File: config.mk
export PLATFORM = sky130hd
export DESIGN_NAME = uart_receiver
export DESIGN_NICKNAME = d
export VERILOG_FILES = /design/src/rtl/uart_receiver.sv
export SDC_FILE = /design/constraint.sdc
export NUM_CORES = 1
export LEC_CHECK = 0
export CAP_MARGIN = 15
export CORE_MARGIN = 10
export CORE_UTILIZATION = 45
export CTS_CLUSTER_DIAMETER = 60
export CTS_CLUSTER_SIZE = 10
export DETAILED_ROUTE_END_ITERATION = 6
export PLACE_DENSITY = 0.79
export SLEW_MARGIN = 5
export SYNTH_ARGS = -nofsm -noshare
export SYNTH_HDL_FRONTEND = slang
export SYNTH_SLANG_ARGS = --single-unit
File: constraint.sdc
create_clock -name uart_receiver_clock -period 10.3 [get_ports uart_receiver_clock]
set_input_delay 1.03 -clock uart_receiver_clock [delete_from_list [all_inputs] [get_ports uart_receiver_clock]]
set_output_delay 1.03 -clock uart_receiver_clock [all_outputs]
set_load 0.03 [all_outputs]
File: src/rtl/uart_receiver.sv
// Serial receiver for btint digit frames: rebuilds ROWS-element columns in a
// shadow buffer and commits each finished column into a ROWS x ROWS matrix.
module uart_receiver #(
    parameter int ROWS   = 4,
    parameter int DIGITS = 8
) (
    input  logic                          uart_receiver_clock,
    input  logic                          uart_receiver_reset,
    input  logic                          uart_receiver_input,
    output logic [ROWS*ROWS*DIGITS-1:0]   uart_receiver_output_btint_a,
    output logic [ROWS*ROWS*DIGITS-1:0]   uart_receiver_output_btint_b,
    output logic [ROWS*ROWS*2-1:0]        uart_receiver_output_overflow,
    output logic signed [31:0]            uart_receiver_column,
    output logic                          uart_receiver_column_valid,
    output logic                          uart_receiver_matrix_valid,
    output logic                          uart_receiver_frame_error
);
    localparam int NIB   = DIGITS / 4;
    localparam int ROW_W = (ROWS > 1) ? $clog2(ROWS) : 1;
    localparam int NIB_W = (NIB > 1) ? $clog2(NIB) : 1;
    localparam int COL_W = ROWS * DIGITS;
    localparam int IDX_W = $clog2(COL_W);
    localparam int MAT_W = ROWS * ROWS * DIGITS;

    typedef enum logic [2:0] {IDLE, DATA, STOP1, STOP2, RESYNC} state_t;

    state_t             state_q, state_d;
    logic [2:0]         bit_cnt_q, bit_cnt_d;
    logic [NIB_W-1:0]   nibble_q, nibble_d;
    logic [ROW_W-1:0]   row_q, row_d;
    logic [ROW_W-1:0]   col_q, col_d;
    logic [COL_W-1:0]   shadow_a_q, shadow_a_d;
    logic [COL_W-1:0]   shadow_b_q, shadow_b_d;
    logic [MAT_W-1:0]   mat_a_q, mat_a_d;
    logic [MAT_W-1:0]   mat_b_q, mat_b_d;
    logic [31:0]        column_q, column_d;
    logic               column_valid_q, column_valid_d;
    logic               matrix_valid_q, matrix_valid_d;
    logic               frame_error_q, frame_error_d;
    logic [IDX_W-1:0]   digit_idx;

    // Even data bits are a-digits, odd are b-digits; bit pairs step through the nibble.
    assign digit_idx = IDX_W'(int'(row_q) * DIGITS + int'(nibble_q) * 4 + int'(bit_cnt_q[2:1]));

    always_comb begin
        state_d        = state_q;
        bit_cnt_d      = bit_cnt_q;
        nibble_d       = nibble_q;
        row_d          = row_q;
        col_d          = col_q;
        shadow_a_d     = shadow_a_q;
        shadow_b_d     = shadow_b_q;
        mat_a_d        = mat_a_q;
        mat_b_d        = mat_b_q;
        column_d       = column_q;
        column_valid_d = 1'b0;
        matrix_valid_d = 1'b0;
        frame_error_d  = 1'b0;

        case (state_q)
            IDLE: begin
                if (!uart_receiver_input) begin
                    state_d   = DATA;
                    bit_cnt_d = '0;
                end
            end
            DATA: begin
                if (bit_cnt_q[0]) shadow_b_d[digit_idx] = uart_receiver_input;
                else              shadow_a_d[digit_idx] = uart_receiver_input;
                bit_cnt_d = bit_cnt_q + 3'd1;
                if (bit_cnt_q == 3'd7) state_d = STOP1;
            end
            STOP1, STOP2: begin
                if (!uart_receiver_input) begin
                    // Bad stop bit: drop the partial column but keep the column index.
                    frame_error_d = 1'b1;
                    row_d         = '0;
                    nibble_d      = '0;
                    shadow_a_d    = '0;
                    shadow_b_d    = '0;
                    state_d       = RESYNC;
                end else if (state_q == STOP1) begin
                    state_d = STOP2;
                end else begin
                    state_d = IDLE;
                    if (nibble_q == NIB_W'(NIB - 1)) begin
                        nibble_d = '0;
                        if (row_q == ROW_W'(ROWS - 1)) begin
                            row_d = '0;
                            for (int r = 0; r < ROWS; r++) begin
                                for (int c = 0; c < ROWS; c++) begin
                                    if (int'(col_q) == c) begin
                                        mat_a_d[((ROWS-1-r)*ROWS + (ROWS-1-c))*DIGITS +: DIGITS] =
                                            shadow_a_q[r*DIGITS +: DIGITS];
                                        mat_b_d[((ROWS-1-r)*ROWS + (ROWS-1-c))*DIGITS +: DIGITS] =
                                            shadow_b_q[r*DIGITS +: DIGITS];
                                    end
                                end
                            end
                            column_valid_d = 1'b1;
                            matrix_valid_d = (col_q == ROW_W'(ROWS - 1));
                            column_d       = 32'(col_q);
                            col_d          = (col_q == ROW_W'(ROWS - 1)) ? '0 : col_q + ROW_W'(1);
                        end else begin
                            row_d = row_q + ROW_W'(1);
                        end
                    end else begin
                        nibble_d = nibble_q + NIB_W'(1);
                    end
                end
            end
            RESYNC: begin
                if (uart_receiver_input) state_d = IDLE;
            end
            default: state_d = IDLE;
        endcase
    end

    always_ff @(posedge uart_receiver_clock or posedge uart_receiver_reset) begin
        if (uart_receiver_reset) begin
            state_q        <= IDLE;
            bit_cnt_q      <= '0;
            nibble_q       <= '0;
            row_q          <= '0;
            col_q          <= '0;
            shadow_a_q     <= '0;
            shadow_b_q     <= '0;
            mat_a_q        <= '0;
            mat_b_q        <= '0;
            column_q       <= '0;
            column_valid_q <= 1'b0;
            matrix_valid_q <= 1'b0;
            frame_error_q  <= 1'b0;
        end else begin
            state_q        <= state_d;
            bit_cnt_q      <= bit_cnt_d;
            nibble_q       <= nibble_d;
            row_q          <= row_d;
            col_q          <= col_d;
            shadow_a_q     <= shadow_a_d;
            shadow_b_q     <= shadow_b_d;
            mat_a_q        <= mat_a_d;
            mat_b_q        <= mat_b_d;
            column_q       <= column_d;
            column_valid_q <= column_valid_d;
            matrix_valid_q <= matrix_valid_d;
            frame_error_q  <= frame_error_d;
        end
    end

    assign uart_receiver_output_btint_a  = mat_a_q;
    assign uart_receiver_output_btint_b  = mat_b_q;
    assign uart_receiver_output_overflow = '0;
    assign uart_receiver_column          = $signed(column_q);
    assign uart_receiver_column_valid    = column_valid_q;
    assign uart_receiver_matrix_valid    = matrix_valid_q;
    assign uart_receiver_frame_error     = frame_error_q;
endmodule

=== After elaboration in Yosys (flattened, before gate mapping) ===
Index checks and enable logic that the tools add are counted.
W data, S select, Z words.

* Register bits: 336
* Bits of input ports: 3
* Output and inout port bits: 323

* $add $sub $neg: 6
* Multiplexer cells: 37
* Reduce and logical (&&, ||, !) cells: 17
* Equality and inequality tests: 18
* Magnitude comparators: 2
* Bitwise operators: 1

{| class="wikitable"
|+ Operators by type and width
! kind !! count
|-
| $pmux W32 S2 || 2
|-
| $mux W32 || 3
|-
| $bwmux W32 || 2
|-
| $reduce_and A6 Y1 || 4
|-
| $mux W1 || 16
|-
| $mux W3 || 5
|-
| $ne A2 B2 Y1 const B || 7
|-
| $mux W2 || 6
|-
| $pmux W3 S4 || 1
|-
| $reduce_and A3 Y1 || 4
|-
| $eq A2 B2 Y1 const B || 4
|-
| $eq A3 B2 Y1 const B || 2
|-
| $eq A3 B3 Y1 const B || 2
|-
| $lt A5 B6 Y1 const B || 1
|-
| $pmux W3 S2 || 1
|-
| $add A5 B2 Y5 || 1
|-
| $add A5 B3 Y5 || 1
|-
| $demux W1 S5 || 1
|-
| $ge A5 B1 Y1 const B || 1
|-
| $reduce_and A5 Y1 || 1
|-
| $add A2 B1 Y2 const B || 2
|-
| $reduce_and A2 Y1 || 2
|-
| $reduce_bool A2 Y1 || 2
|-
| $add A3 B1 Y3 const B || 1
|-
| other kinds (9) || 9
|}

=== Logic depth before layout (Yosys ltp) ===
* Depth in word-level cells: 9
* Depth in mapped cells: 7
* Mapped depth without buffers: 5

=== Least setup slack after synthesis ===
Ideal clock, no wire load.

* Kind: input to register
* Start: input port uart_receiver_input
* End: register shadow_b_q[9]
* Setup time: 0.134 ns
* Cell stages on the path: 6
* Arrival time: 2.106 ns
* Slack: 8.060 ns
* Cells stage by stage: buf_2 > or3b_1 > buf_2 > buf_2 > a22oi_1 > o32ai_1

* Cells in the longest elaborated chain, start to end: 3

{| class="wikitable"
|+ RTL lines
! what !! RTL line !! RTL
|-
| from (decl) || 9 || <nowiki>input logic uart_receiver_input,</nowiki>
|-
| $bwmux W32 || 68 || <nowiki>if (bit_cnt_q[0]) shadow_b_d[digit_idx] = uart_receiver_input;</nowiki>
|-
| $mux W32 || 68 ||
|-
| $pmux W32 S2 || 60 || <nowiki>case (state_q)</nowiki>
|-
| to (signal assigned) || 141 || <nowiki>shadow_b_q <= shadow_b_d;</nowiki>
|-
| to (decl) || 33 || <nowiki>logic [COL_W-1:0] shadow_b_q, shadow_b_d;</nowiki>
|}

Several ways; a longest one is shown, not always the timed one. The select of a mux whose other input is x is not followed.
A chain may end at the register's enable or synchronous reset.

=== Worst setup path after layout ===
* Start: input port uart_receiver_input
* End: register mat_a_q[50] (netlist: uart_receiver_output_btint_a[50])

* Cells in the longest elaborated chain, start to end: 1

{| class="wikitable"
|+ RTL lines
! what !! RTL line !! RTL
|-
| $reduce_and A6 Y1 (no source line) || - ||
|-
| to (signal assigned) || 142 || <nowiki>mat_a_q <= mat_a_d;</nowiki>
|-
| to (decl) || 34 || <nowiki>logic [MAT_W-1:0] mat_a_q, mat_a_d;</nowiki>
|}

Every way passes these cells.

==> key figures <==
Run status
  • Status: finished, final reports clean

GRT
  • Gr ovfl total: 0
  • Via count of the first global-routing pass: 9,609
  • Initial antenna violation count: 0
  • Total GRT Usage: 18.9%
  • Largest net degree at the start of global routing: 87
  • Global-route wire length before repair: 58,200 um

Timing
  • Worst Skew: 0.0197 ns
  • # setup viols final: 0
  • Fmax: 0.279 GHz
  • Fin crit period: 3.58 ns
  • Worst slew pin tran: 1.06 ns
  • Hold slack: 0.483 ns
  • Max_slew headroom: 29.4%
  • Final count of pins violating max slew: 0
  • Hold Violations, Final: 0
  • RSZ-0062 raised after global routing: no
  • Final period util: 34.8%
  • Setup TNS: 0 ns

Worst setup path
  • Worst Path Required: 10.70 ns
  • Worst Setup End Kind: flip-flop
  • CP arrival: 3.98 ns
  • CP Class: primary input to flip-flop
  • Crit start category: primary input
  • CP delay by family, top: simple AND/OR/NAND/NOR gates
  • Crit-path max cell delay: 0.83 ns
  • Max FO, Critical Path: 64
  • CP max-delay cell: nand3_4
  • R2r setup slk: 7.06 ns
  • CP bufs+invs: 2
  • Sequence of cells on the critical path: clkdlybuf4s50_1, buf_4, and4b_1, nand3_4, mux2_1

Pwr
  • Power share of the clock group: 33.4%
  • Max VDD drop: 0.121 mV
  • PwrDens: 203 nW/um^2
  • LEAKAGE: 8.39 nW
  • P_int: 2.40 mW
  • Combinational share of power: 19.6%
  • NetSw: 1.21 mW
  • Share of power burned in registers: 47.0%
  • Sw Share: 33.5%

CTS
  • Clock Path Buffers: 3
  • Post-cts sizing count: 0
  • Hold_buf cts: 0
  • Worst-Skew Late Latency: 0.53 ns
  • Sink Count: 336
  • CTS root buffer: clkbuf_16
  • CTS tree: built
  • Cts bufs inserted: 40
  • Setup bufs post-CTS: 0
  • Htree depth: 2
  • Worst-path clk slew: 0.05 ns

Placed design
  • DP HPWL: 26,200 um
  • Port Buf Inserts: 263
  • GP Congestion: 0.900
  • Placed insts: 1,609

Layout
  • N_diodes: 0
  • Share of layout cells above drive strength 1: 24.3%
  • Nets: 1,269
  • Non-filler instance count after layout: 1,657
  • Synthesis-to-layout area growth: 25.4%

Logic synthesis
  • Most frequent cell after synthesis: dfrtp_1
  • Post-synth top area share: 59.2%
  • Asr flop ratio synth: 100%
  • Syn_area_per_cell: 14.0 um^2
  • Yosys reg bits: 336
  • Top FF cell, synth: dfrtp_1
  • Synth unique cells: 61
  • Mapped Area: 14,200 um^2
  • Sequential element share of the synthesized area: 59.2%
  • Top post-synthesis cells by area: dfrtp_1 (59%), mux2_2 (19%), buf_4 (3.3%)
  • Cells after synthesis: 1,012
  • Synth warn: 0
  • Post-synth top cells: dfrtp_1 (336), mux2_2 (238), buf_4 (63)
  • Synth area leader: dfrtp_1
  • Post-synth EDFFs: 0

Die
  • Core area: 30,800 um^2
  • Initial Utilization: 46.1%
  • Num rows: 64
  • Height of the die: 198 um
  • Die X: 198 um
  • Die area: 39,100 um^2
  • Ports: 326

Routing
  • DRC: 0
  • Detailed Route WL: 37,900 um
  • DR vias: 9,247
  • Initial DRC Count: 754
  • WL per Instance: 22.9 um
  • Initial DRT Pass Iterations: 6
  • Final ANT Viol Nets: 0
  • DR vias/cell: 5.58

Worst hold path
  • Hold Crit Class: flip-flop to flip-flop

Run
  • Maxcap violations: 0
[worst register-to-register path, stage by stage, from the launching register on]
cell	delay (ns)
dfrtp_1	0.97
and2_1	0.57
nand3_4	0.87
mux2_1	0.69
[metal layers]
metal | vias up | GRT usage, % | share of wire, %
met5 | - | 0 | 0
met4 | 0 | 5.61 | 2.4
met3 | 76 | 6.80 | 9.3
met2 | 393 | 31.4 | 49
met1 | 4750 | 22.7 | 40
li1 | 4028 | - | -
[power groups by stage]
| stage | Combinational [mW] | Sequential (mW) | Clock, mW |
|---|---|---|---|
| floorplan | 0.520 | 1.64 | 0 |
| global placement | 0.676 | 1.71 | 0 |
| detailed placement | 0.693 | 1.72 | 0 |
| CTS | 0.700 | 1.70 | 1.23 |
| global route | 0.767 | 1.73 | 1.28 |
| finish | 0.708 | 1.70 | 1.20 |
[final cells by class]
type | count | area (um^2)
fillers | 2473 | 13000
flip-flops and latches | 336 | 8410
multi-input cells | 584 | 5020
repair buffers | 273 | 2730
clock buffers | 41 | 1000
well taps | 396 | 495
inverters | 21 | 82.6
clock inverters | 6 | 68.8
[placed cells by master, fill, tap and decap left out, drive strengths merged, types with 7 or more instances in the layout]
cell type,n
o22ai,18
buf,10
a21oi,7
clkdlybuf4s50,263
ha,10
a22oi,13
conb,62
nand4,10
nand2b,7
inv,19
mux2,258
o311ai,23
dfrtp,336
o211ai,15
nand3,28
nand2,17
clkbuf,41
o21ai,27
[final timing paths]
path	cells past startpoint	end	from
hold reg to reg	1	uart_receiver_output_btint_a[71]	uart_receiver_output_btint_a[71]
setup / recovery	5	uart_receiver_output_btint_a[50]	uart_receiver_input
setup reg to reg	3	uart_receiver_output_btint_a[50]	nibble_q
max in group asynchronous	4	col_q[1]	uart_receiver_reset
hold / removal	1	uart_receiver_output_btint_a[71]	uart_receiver_output_btint_a[71]
min in group asynchronous	2	uart_receiver_output_btint_a[117]	uart_receiver_reset
[logic make-up after synthesis]
group                    Yosys count  synth area share, %
other                              1               0.0264
AO/OA/AOI/OAI                    131                 6.50
multiplexers                     259                 20.5
buffers and inverters            153                 7.08
AND/OR/NAND/NOR                  122                 5.77
flip-flops                       336                 59.2
adder cells (fa/ha/maj)           10                0.881
[per-stage QoR]
step	total power, mW	utilization [%]	setup slack [ns]	instance area (um^2)
global route	3.78	57.7	6.56	17800
floorplan	2.16	-	4.78	14400
detailed placement	2.41	54.2	6.17	16700
CTS	3.63	57.7	6.71	17800
global placement	2.39	54.2	6.25	16700
finish	3.61	57.7	6.72	17800
[sequential cells by signal (all words and copies together) (netlist names)]
register / flops
uart_receiver_column: 2
uart_receiver_frame_error: 1
bit_cnt_q: 3
uart_receiver_output_btint_a: 128
row_q: 2
uart_receiver_output_btint_b: 128
col_q: 2
shadow_a_q: 32
uart_receiver_matrix_valid: 1
shadow_b_q: 32
nibble_q: 1
uart_receiver_column_valid: 1
state_q: 3
Power figures use the tool's default switching activity.
